<file path="src/rtl/circuit4_pkg.sv">
// rtl/circuit4_pkg.sv - shared types and constants for the circuit-4 scheduler
package circuit4_pkg;

    localparam int DATAWIDTH_DEF = 64;
    localparam int OUTWIDTH_DEF  = 32;

    typedef enum logic [2:0] {
        IDLE  = 3'd0,
        S_D   = 3'd1,
        S_E   = 3'd2,
        S_F   = 3'd3,
        S_CMP = 3'd4,
        S_OUT = 3'd5
    } state_t;

    typedef enum logic {
        OP_ADD = 1'b0,
        OP_SUB = 1'b1
    } op_t;

endpackage

</file>
<file path="src/rtl/addsub.sv">
// rtl/addsub.sv - combinational shared add/subtract unit
import circuit4_pkg::*;

module addsub #(
    parameter int DATAWIDTH = DATAWIDTH_DEF
) (
    input  logic [DATAWIDTH-1:0] opa,
    input  logic [DATAWIDTH-1:0] opb,
    input  op_t                  op,
    output logic [DATAWIDTH-1:0] res
);

    always_comb begin
        res = (op == OP_SUB) ? (opa - opb) : (opa + opb);
    end

endmodule

</file>
<file path="src/rtl/circuit4_sched.sv">
// rtl/circuit4_sched.sv - multi-cycle circuit-4 scheduler around one shared add/sub unit
import circuit4_pkg::*;

module circuit4_sched #(
    parameter int DATAWIDTH = DATAWIDTH_DEF,
    parameter int OUTWIDTH  = OUTWIDTH_DEF
) (
    input  logic                 Clk,
    input  logic                 Rst,
    input  logic                 start,
    input  logic [DATAWIDTH-1:0] a,
    input  logic [DATAWIDTH-1:0] b,
    input  logic [DATAWIDTH-1:0] c,
    output logic                 busy,
    output logic                 done,
    output logic [OUTWIDTH-1:0]  x,
    output logic [OUTWIDTH-1:0]  z
);

    state_t               state, next_state;
    op_t                  op;
    logic                 sel_c;
    logic [DATAWIDTH-1:0] ra, rb, rc;
    logic [DATAWIDTH-1:0] d, e, f, g, h;
    logic                 lt, eq;
    logic [DATAWIDTH-1:0] opb, sum;
    logic                 lt_c, eq_c;
    logic [DATAWIDTH-1:0] g_c, h_c, x_full, z_full;

    always_ff @(posedge Clk) begin
        if (!Rst) begin
            state <= IDLE;
        end else begin
            state <= next_state;
        end
    end

    always_comb begin
        next_state = state;
        op         = OP_ADD;
        sel_c      = 1'b0;
        case (state)
            IDLE:    if (start) next_state = S_D;
            S_D:     next_state = S_E;
            S_E:     begin
                         sel_c      = 1'b1;
                         next_state = S_F;
                     end
            S_F:     begin
                         op         = OP_SUB;
                         next_state = S_CMP;
                     end
            S_CMP:   next_state = S_OUT;
            S_OUT:   next_state = IDLE;
            default: next_state = IDLE;
        endcase
    end

    assign opb = sel_c ? rc : rb;

    addsub #(.DATAWIDTH(DATAWIDTH)) u_addsub (
        .opa (ra),
        .opb (opb),
        .op  (op),
        .res (sum)
    );

    // Comparator and selects look only at the registered d/e/f
    always_comb begin
        lt_c   = (d < e);
        eq_c   = (d == e);
        g_c    = lt_c ? e : d;
        h_c    = eq_c ? f : g_c;
        x_full = h << lt;
        z_full = g << eq;
    end

    always_ff @(posedge Clk) begin
        if (!Rst) begin
            ra   <= '0;
            rb   <= '0;
            rc   <= '0;
            d    <= '0;
            e    <= '0;
            f    <= '0;
            g    <= '0;
            h    <= '0;
            lt   <= 1'b0;
            eq   <= 1'b0;
            x    <= '0;
            z    <= '0;
            done <= 1'b0;
        end else begin
            done <= 1'b0;
            case (state)
                IDLE: if (start) begin
                    ra <= a;
                    rb <= b;
                    rc <= c;
                end
                S_D:   d <= sum;
                S_E:   e <= sum;
                S_F:   f <= sum;
                S_CMP: begin
                    lt <= lt_c;
                    eq <= eq_c;
                    g  <= g_c;
                    h  <= h_c;
                end
                S_OUT: begin
                    x    <= x_full[OUTWIDTH-1:0];
                    z    <= z_full[OUTWIDTH-1:0];
                    done <= 1'b1;
                end
                default: ;
            endcase
        end
    end

    assign busy = (state != IDLE);

endmodule
</file>
<file path="config.mk">
export PLATFORM = sky130hd
export DESIGN_NAME = circuit4_sched
export DESIGN_NICKNAME = d
export VERILOG_FILES = /design/src/rtl/circuit4_pkg.sv /design/src/rtl/addsub.sv /design/src/rtl/circuit4_sched.sv
export SDC_FILE = /design/constraint.sdc
export NUM_CORES = 1
export LEC_CHECK = 0
export CAP_MARGIN = 20
export CORE_ASPECT_RATIO = 1.1
export CORE_UTILIZATION = 45
export CTS_BUF_LIST = sky130_fd_sc_hd__clkbuf_16
export DETAILED_ROUTE_END_ITERATION = 10
export HOLD_SLACK_MARGIN = 0.03
export PLACE_DENSITY = 0.73
export SLEW_MARGIN = 20
export SYNTH_ARGS = -nofsm -noshare
export SYNTH_HDL_FRONTEND = slang
export SYNTH_SLANG_ARGS = --single-unit
</file>
<file path="constraint.sdc">
create_clock -name Clk -period 10.35 [get_ports Clk]
set_input_delay 2.5875 -clock Clk [delete_from_list [all_inputs] [get_ports Clk]]
set_output_delay 2.5875 -clock Clk [all_outputs]
set_load 0.02 [all_outputs]
</file>
## Word level (Yosys, flattened, before mapping)

Index checks and enable logic that the tools add are counted.

| storage, ports and cells | value |
|---|---|
| RAM bits | 0 |
| latch bits | 0 |
| input port bits | 195 |
| word-level logic and storage cells | 38 |
| bits in registers | 582 |
| bits in read-only memories | 0 |
| memories kept | 0 |

| operators by class | value |
|---|---|
| multiply operators | 0 |
| bitwise gates (word level) | 0 |
| eq/ne operators | 7 |
| muxes and demuxes | 9 |
| divide/modulo/power cells | 0 |
| shift-type cells | 2 |
| reduce and logical (&&, ||, !) cells | 3 |
| magnitude comparators | 1 |
| add/sub/neg operators | 2 |

Operator list:

| operator | count |
|---|---|
| 64-bit 2-to-1 mux | 4 |
| 64-bit by 1-bit left shift with 32-bit output | 2 |
| 64-bit adder | 1 |
| 64-bit equality test | 1 |
| 64-bit less-than comparator | 1 |
| 64-bit subtractor | 1 |
| 3-bit case mux with 5 select lines | 1 |
| 3-bit by 2-bit equality test with 1-bit output, second input constant | 2 |
| 3-bit equality test, second input constant | 2 |
| 3-bit by 1-bit equality test with 1-bit output, second input constant | 1 |
| 3-bit zero test | 1 |
| 1-bit 2-to-1 mux | 3 |
| 3-bit 2-to-1 mux | 1 |
| 3-bit nonzero test | 1 |
| 2-bit inequality test, second input constant | 1 |
| 2-bit AND reduction | 1 |

## Logic depth before layout (Yosys ltp)

Gate-level depths: netlist (run 1).

| depth | value |
|---|---|
| depth in word-level cells | 5 |
| depth in mapped cells | 25 |
| depth with buffers taken out | 21 |

## Cells and area by module

A second synthesis (run 1) with hierarchy kept.

| unflattened totals | value |
|---|---|
| cell total of the unflattened synthesis | 3,471 |
| area, all modules | 25,801.0 um2 |

By module, submodules not included:

| module | area an instance (um2) | times used | cells an instance |
|---|---|---|---|
| circuit4_sched | 20,549.7 | 1 | 2,688 |
| addsub | 5,251.3 | 1 | 783 |

## Worst setup path before layout (run 1)

OpenSTA, ideal clock, no wires.

| timing path | value |
|---|---|
| path kind | flip-flop to flip-flop |
| from | reg state[2] |
| to | reg d[58] |
| slack | 4.866 ns |
| cell stages (with the launch flop) | 23 |
| data required time | 10.217 ns |
| arrival time | 5.351 ns |
| setup time | 0.133 ns |
| path buffers | 8 |
| cell sequence | dfxtp_1 > nor3b_4 > clkbuf_1 > clkbuf_1 > buf_6 > clkbuf_1 > clkbuf_1 > clkbuf_1 > clkbuf_1 > nand2_1 > o221a_2 > ha_1 > clkbuf_1 > nand2_1 > o21ai_1 > o21ai_0 > or4_1 > o21bai_1 > a32oi_1 > a311oi_1 > a31oi_1 > nand4_1 > o211ai_1 |

| on the way | value |
|---|---|
| word-level cells in the longest chain between the ends | 5 |

Ends and longest elaborated chain:

| item | RTL line | source |
|---|---|---|
| from (decl) | circuit4_sched.sv:20 | `state_t state, next_state;` |
| from (signal assigned) | circuit4_sched.sv:34 | `state <= next_state;` |
| 3-bit by 2-bit equality test with 1-bit output | circuit4_sched.sv:42 | `case (state)` |
| 1-bit 2-to-1 mux | circuit4_sched.sv:42 |  |
| 64-bit 2-to-1 mux | circuit4_sched.sv:59 | `assign opb = sel_c ? rc : rb;` |
| 64-bit adder / 64-bit subtractor (equally long branches) | addsub.sv:14 | `res = (op == OP_SUB) ? (opa - opb) : (opa + opb);` |
| 64-bit 2-to-1 mux | addsub.sv:14 |  |
| to (signal assigned) | circuit4_sched.sv:101 | `S_D: d <= sum;` |
| to (decl) | circuit4_sched.sv:24 | `logic [DATAWIDTH-1:0] d, e, f, g, h;` |

Parallel ways exist; a longest one is shown, timed or not.
A chain may end at the register's enable or synchronous reset.

## Final worst setup path (run 1)

| timing path | value |
|---|---|
| from | reg state[1] |
| to | reg e[58] |

| on the way | value |
|---|---|
| word-level cells in the longest chain between the ends | 5 |

Ends and longest elaborated chain:

| item | RTL line | source |
|---|---|---|
| 3-bit by 2-bit equality test with 1-bit output | circuit4_sched.sv:42, circuit4_sched.sv:95 |  |
| 1-bit 2-to-1 mux | circuit4_sched.sv:42 |  |
| 64-bit 2-to-1 mux | circuit4_sched.sv:59 |  |
| 64-bit adder / 64-bit subtractor (equally long branches) | addsub.sv:14 |  |
| 64-bit 2-to-1 mux | addsub.sv:14 |  |
| to (signal assigned) | circuit4_sched.sv:102 | `S_E: e <= sum;` |
| to (decl) | circuit4_sched.sv:24 |  |

Parallel ways exist; a longest one is shown, timed or not.

==> reports/qor.yml, run 1 <==
final_area_um2: 31200
multi_input_area_um2: 15700
maxCapViolCount: 0
syn_area_per_cell_um2: 7.58
powerDensity_nw_per_um2: 183
dp_hpwl_um: 53900
synth_warnings: 0
cts_buffers: 50
hold_violations: 0
top_level_ports: 261
cp_num_buf_inv: 1
globalplace.congestion: 0.929
fin_skew_ns: 0.0212
fin_cells: 4414
period_needed_ns: 6.88
syn_to_final_growth_pct: 16.3
crit_fanout: 52
synth_nets: 3861
arrival_ns: 7.36
cts_tree: "yes"
max_freq_ghz: 0.145
cts_buffer_depth: 3
grt_pass1_wl_um: 122000
cp.depth: 21
layout.nets: 3936
worst_pin_slew_ns: 1.05
r2r_end: "e[58]"
yosys.area.top_type: "dfxtp_1"
crit_path_top_delay_cell: "a311oi_1"
top_usage_layer: "met2"
rsz0062_at_grt: "false"
r2r_slack_ns: 3.47
clk_pin_slew_ns: 0.07
power.leakage_nw: 11.6
hold_buffers: 0
place_inst: 4320
status: "finished, final reports clean"
h-tree-depth: 2
min_from: "rb[7]"
start_kind: "flip-flop"
path_cells: "or3b_4, buf_4, or3_2, nor4_4, o211a_4, and4_4, nand4_1, nand3b_1, o211ai_1, o31a_1, o221ai_1, ha_1, and4_1, nand3_1, o211a_1, o21ai_0, a32oi_1, a311oi_1, a31oi_1, nand4_1, o211ai_1"
fin_ws_ns: 3.47
cts_sinks: 486
cts_setup_buffers: 0
seq_area_frac_synth_pct: 36.3
die_h_um: 258
path_delay_family: "simple AND/OR/NAND/NOR gates"
ant_nets: 0
die_x_um: 235
firstDrtPassIters: 6
drt_iter0_markers: 2320
holdWs_ns: 0.454
wire_per_inst_um: 17.2
synth-main-ff-cell: "dfxtp_1"
via_per_inst: 5.72
yosysTopAreaCellShare_pct: 36.3
setup_viol: 0
syn-instance-count: 3538
criticalPathCategory: "reg2reg"
whs_endpoint: "rb[7]"
nFillCells: 5642
globalRouteTotalUtil_pct: 24.2
met2_usage_pct: 37.2
final-seq-area_um2: 9730
required_ns: 10.83
route.detailed.drc: 0
synth-seq-cells: 486
async_flop_share_pct: 0
fin_setup_tns_ns: 0
grt_max_degree: 128
grt_pass1_vias: 22795
grt_use_met3_pct: 3.44
synth_edf_count: 0
ctsResizeCount: 0
gr-total-overflow: 0
ir_drop_mv: 0.160
relSlewSlack_pct: 29.8
slew_viol_final: 0
synth.cell_area_um2: 26800
root_buffer: "clkbuf_16"
routed_wl_um: 75900
clk_latency_ns: 0.62
period_share_pct: 66.5
placed_area_um2: 29500
slowest_delay_ns: 0.74
hold_path_class: "reg2reg"
drive_gt1_share_pct: 3.89
n_antenna_cell: 0
port_buffers: 260
whs_path_depth: 2
use_met1_pct: 35.5
core_area_um2: 58800
cp-end-kind: "flip-flop"
die_area_um2: 60600
row_count: 93
worst_r2r_path_depth: 21
yosys.cell_types.count: 87
initial_core_util_pct: 45.7
yosys-top-cells-area: "dfxtp_1 36%, nand2_1 11%, a21oi_1 9.4%, ha_1 5.9%, mux2i_1 4.7%"
num_vias: 25265
antenna_found_initial: 0
r2r-start: "state[1]"
dp_slack_ns: 3.63
==> how the worst max path moves through the flow <==
stage / end / slack [ns] / start
6_report: e[58] / 3.47 / state[1]
5_1_grt: d[58] / 3.11 / state[1]
4_1_cts: e[58] / 3.61 / state[1]
3_5_place_dp: e[58] / 3.63 / state[1]
3_3_place_gp: e[58] / 3.80 / state[1]
2_1_floorplan: d[58] / 4.87 / state[2]
==> per-layer routing <==
metal	share of wire [%]	routed length (um)
met5	0	0
met4	2.1	1570
met3	6.2	4680
met2	44	33100
met1	48	36500
==> synth_stat cells, types with 14 or more instances <==
cell / count
o21ai_0: 131
clkbuf_1: 235
nand4_1: 73
or3_1: 18
a21oi_1: 503
nor2b_1: 14
nor3_1: 54
and2_1: 15
o21ai_1: 24
a21o_1: 62
xnor2_1: 39
dfxtp_1: 486
o21bai_1: 19
ha_1: 127
a31oi_1: 22
o221ai_1: 39
nor2_1: 234
inv_1: 94
o211ai_1: 14
nand2_1: 762
nor4_1: 16
mux2i_1: 127
o22ai_1: 18
a211oi_1: 96
xor2_1: 37
o21a_1: 19
nand3_1: 54
==> state kept, by name, indices dropped and copies added, names as in the netlist <==
signal	cells
e	64
f	32
rb	64
rc	64
d	64
state	3
x	32
eq	1
g	32
ra	64
lt	1
z	32
done	1
h	32
==> tightest hold or removal path, cell delays in order (launching register included) <==
cell and delay (ns):
dfxtp_1 0.31, nand2_1 0.05, a21oi_1 0.05
==> area by class of cell <==
class	instances	area share (%)
repair buffers	285	8.99
well taps	760	3.05
multi-input cells	2696	50.3
flip-flops and latches	486	31.2
clock inverters	43	1.29
inverters	94	1.15
clock buffers	50	4.01
==> cells in the final DEF, fill, tap and decap left out, drive strengths merged, types with 76 or more instances in the layout <==
cell	Yosys	final
nor2	235	235
o21ai	155	155
nand2	764	764
nand4	76	76
ha	127	127
a211oi	96	96
mux2i	127	127
inv	94	112
a21oi	504	504
dfxtp	486	486
clkdlybuf4s50	1	259
==> per-stage QoR <==
| stage | utilization, % | power, mW |
|---|---|---|
| finish | 53.1 | 5.70 |
| detailed placement | 50.3 | 3.88 |
| global placement | 50.3 | 3.87 |
| global route | 53.1 | 6.00 |
| CTS | 53.1 | 5.72 |
| floorplan | - | 3.37 |
==> power breakdown <==
group,internal [mW],switching [mW],total (mW)
registers,2.00,0.126,2.12
clock network,1.04,0.787,1.83
logic,0.646,1.11,1.75
==> cell families (layout without fill, tap and decap cells) <==
| family | after synthesis | after routing | share of synthesized area [%] |
|---|---|---|---|
| AOI/OAI and AO/OA | 1037 | 1037 | 23.3 |
| xor gates and xnor gates | 76 | 76 | 2.48 |
| adders and majority gates | 128 | 128 | 6.00 |
| buffers and inverters | 356 | 472 | 5.34 |
| DFF | 486 | 486 | 36.3 |
| muxes | 130 | 130 | 4.88 |
| and+or+nand+nor | 1325 | 1325 | 21.7 |
Note: power is estimated with default switching activity, not from simulation.
==> inputs of run 2 (changes only) <==
- PLACE_DENSITY: 0.73 -> 0.76
- clock period: 10.35 -> 5.96 ns (I/O delays scaled with it)
==> reports/qor.yml, run 2 (synthesis results as in run 1) <==
globalRouteTotalUtil_pct: 24.1
ant_nets: 0
hold_buffers: 0
max_freq_ghz: 0.176
routed_wl_um: 76100
grt_pass1_wl_um: 121000
clk_latency_ns: 0.62
ctsResizeCount: 0
dp_hpwl_um: 54700
antenna_found_initial: 0
cts_setup_buffers: 0
maxCapViolCount: 0
cts_buffers: 50
route.detailed.drc: 0
criticalPathCategory: "reg2reg"
ir_drop_mv: 0.268
die_h_um: 258
die_area_um2: 60600
rsz0062_at_grt: "false"
path_cells: "or4_1, or4_1, nor4_4, o211a_1, a21boi_2, o21ai_1, a21oi_1, mux2i_1, o21ai_1, ha_1, nand2_1, o21ai_0, a41o_1, a21oi_1, o21ai_0, a41oi_1, buf_4, o31a_1, o21ai_1, xnor2_1, o21ai_0"
power.leakage_nw: 11.7
hold_violations: 0
port_buffers: 260
row_count: 93
crit_path_top_delay_cell: "or4_1"
cp-end-kind: "flip-flop"
n_antenna_cell: 0
worst_pin_slew_ns: 0.989
period_needed_ns: 5.69
slowest_delay_ns: 0.56
layout.nets: 3959
setup_viol: 0
r2r_slack_ns: 0.27
hold_path_class: "reg2reg"
period_share_pct: 95.5
root_buffer: "clkbuf_16"
final_common_cell: "nand2_1"
via_per_inst: 5.70
fin_cells: 4435
path_delay_family: "compound AO/OA/AOI/OAI gates"
place_inst: 4344
fin_setup_tns_ns: 0
arrival_ns: 6.14
status: "finished, final reports clean"
h-tree-depth: 2
crit_fanout: 7
cts_tree: "yes"
powerDensity_nw_per_um2: 313
mostFrequentLayoutCells: "761 x nand2_1, 502 x a21oi_1, 483 x dfxtp_1"
cts_buffer_depth: 3
grt_max_degree: 144
start_kind: "flip-flop"
required_ns: 6.40
gr-total-overflow: 0
num_vias: 25290
top_level_ports: 261
globalplace.congestion: 0.938
grt_pass1_vias: 22816
drt_iter0_markers: 2501
cts_sinks: 486
core_area_um2: 58800
firstDrtPassIters: 8
drive_gt1_share_pct: 4.90
die_x_um: 235
relSlewSlack_pct: 34.1
syn_to_final_growth_pct: 17.1
fin_skew_ns: 0.0485
initial_core_util_pct: 45.7
cp_num_buf_inv: 1
clk_pin_slew_ns: 0.06
slew_viol_final: 0
wire_per_inst_um: 17.2
run 2: cell count changes in the layout (fill, tap and decap cells not counted), sizes merged:
cell and delta:
clkinvlp +2, inv -6, buf +23, bufinv -3, clkinv +5
run 2: path summary, 6_finish.rpt:
path | from | end | cells after the start
worst max-delay path | rc[10] | e[52] | 21
worst min register to register | f[24] | f[24] | 2
worst min-delay path | f[24] | f[24] | 2
worst max register to register | rc[10] | e[52] | 21
run 2: final cells by class:
class	count	area, um^2
Inverter	94	360
Multi-Input combinational cell	2696	15800
Clock inverter	41	327
Tap cell	760	951
Clock buffer	50	1250
Timing Repair Buffer	308	3000
Sequential cell	486	9730
Fill cell	5553	27300
run 2: routing by layer:
metal / vias to the layer above / part of all wire (%) / global-route usage [%]
met5: - / 0 / 0
li1: 12673 / - / -
met3: 127 / 6.2 / 2.80
met1: 11615 / 47 / 34.8
met4: 0 / 2.5 / 6.71
met2: 875 / 44 / 37.5
run 2: tightest hold or removal path, delay by kind of cell, from the launching register on:
kind	cells	cell delay, ns
AO/OA/AOI/OAI	1	0.05
AND/OR/NAND/NOR	1	0.05
flip-flops	1	0.31
run 2: metrics by stage:
| step | hold WS, ns | util (%) | instance area (um^2) | power (mW) | setup slack [ns] |
|---|---|---|---|---|---|
| CTS | 0.455 | 53.3 | 31300 | 9.83 | 0.00563 |
| detailed placement | 0.447 | 50.6 | 29800 | 6.78 | 0.100 |
| global route | 0.477 | 53.5 | 31400 | 10.3 | 0.00509 |
| finish | 0.456 | 53.5 | 31400 | 9.83 | 0.265 |
| floorplan | 0.436 | - | 26800 | 5.86 | 0.476 |
| global placement | 0.442 | 50.6 | 29800 | 6.75 | 0.255 |
run 2: where the power goes:
part | switching (mW) | total (mW) | internal [mW]
Combinational | 1.96 | 3.12 | 1.16
Sequential | 0.214 | 3.68 | 3.47
Clock | 1.36 | 3.03 | 1.67
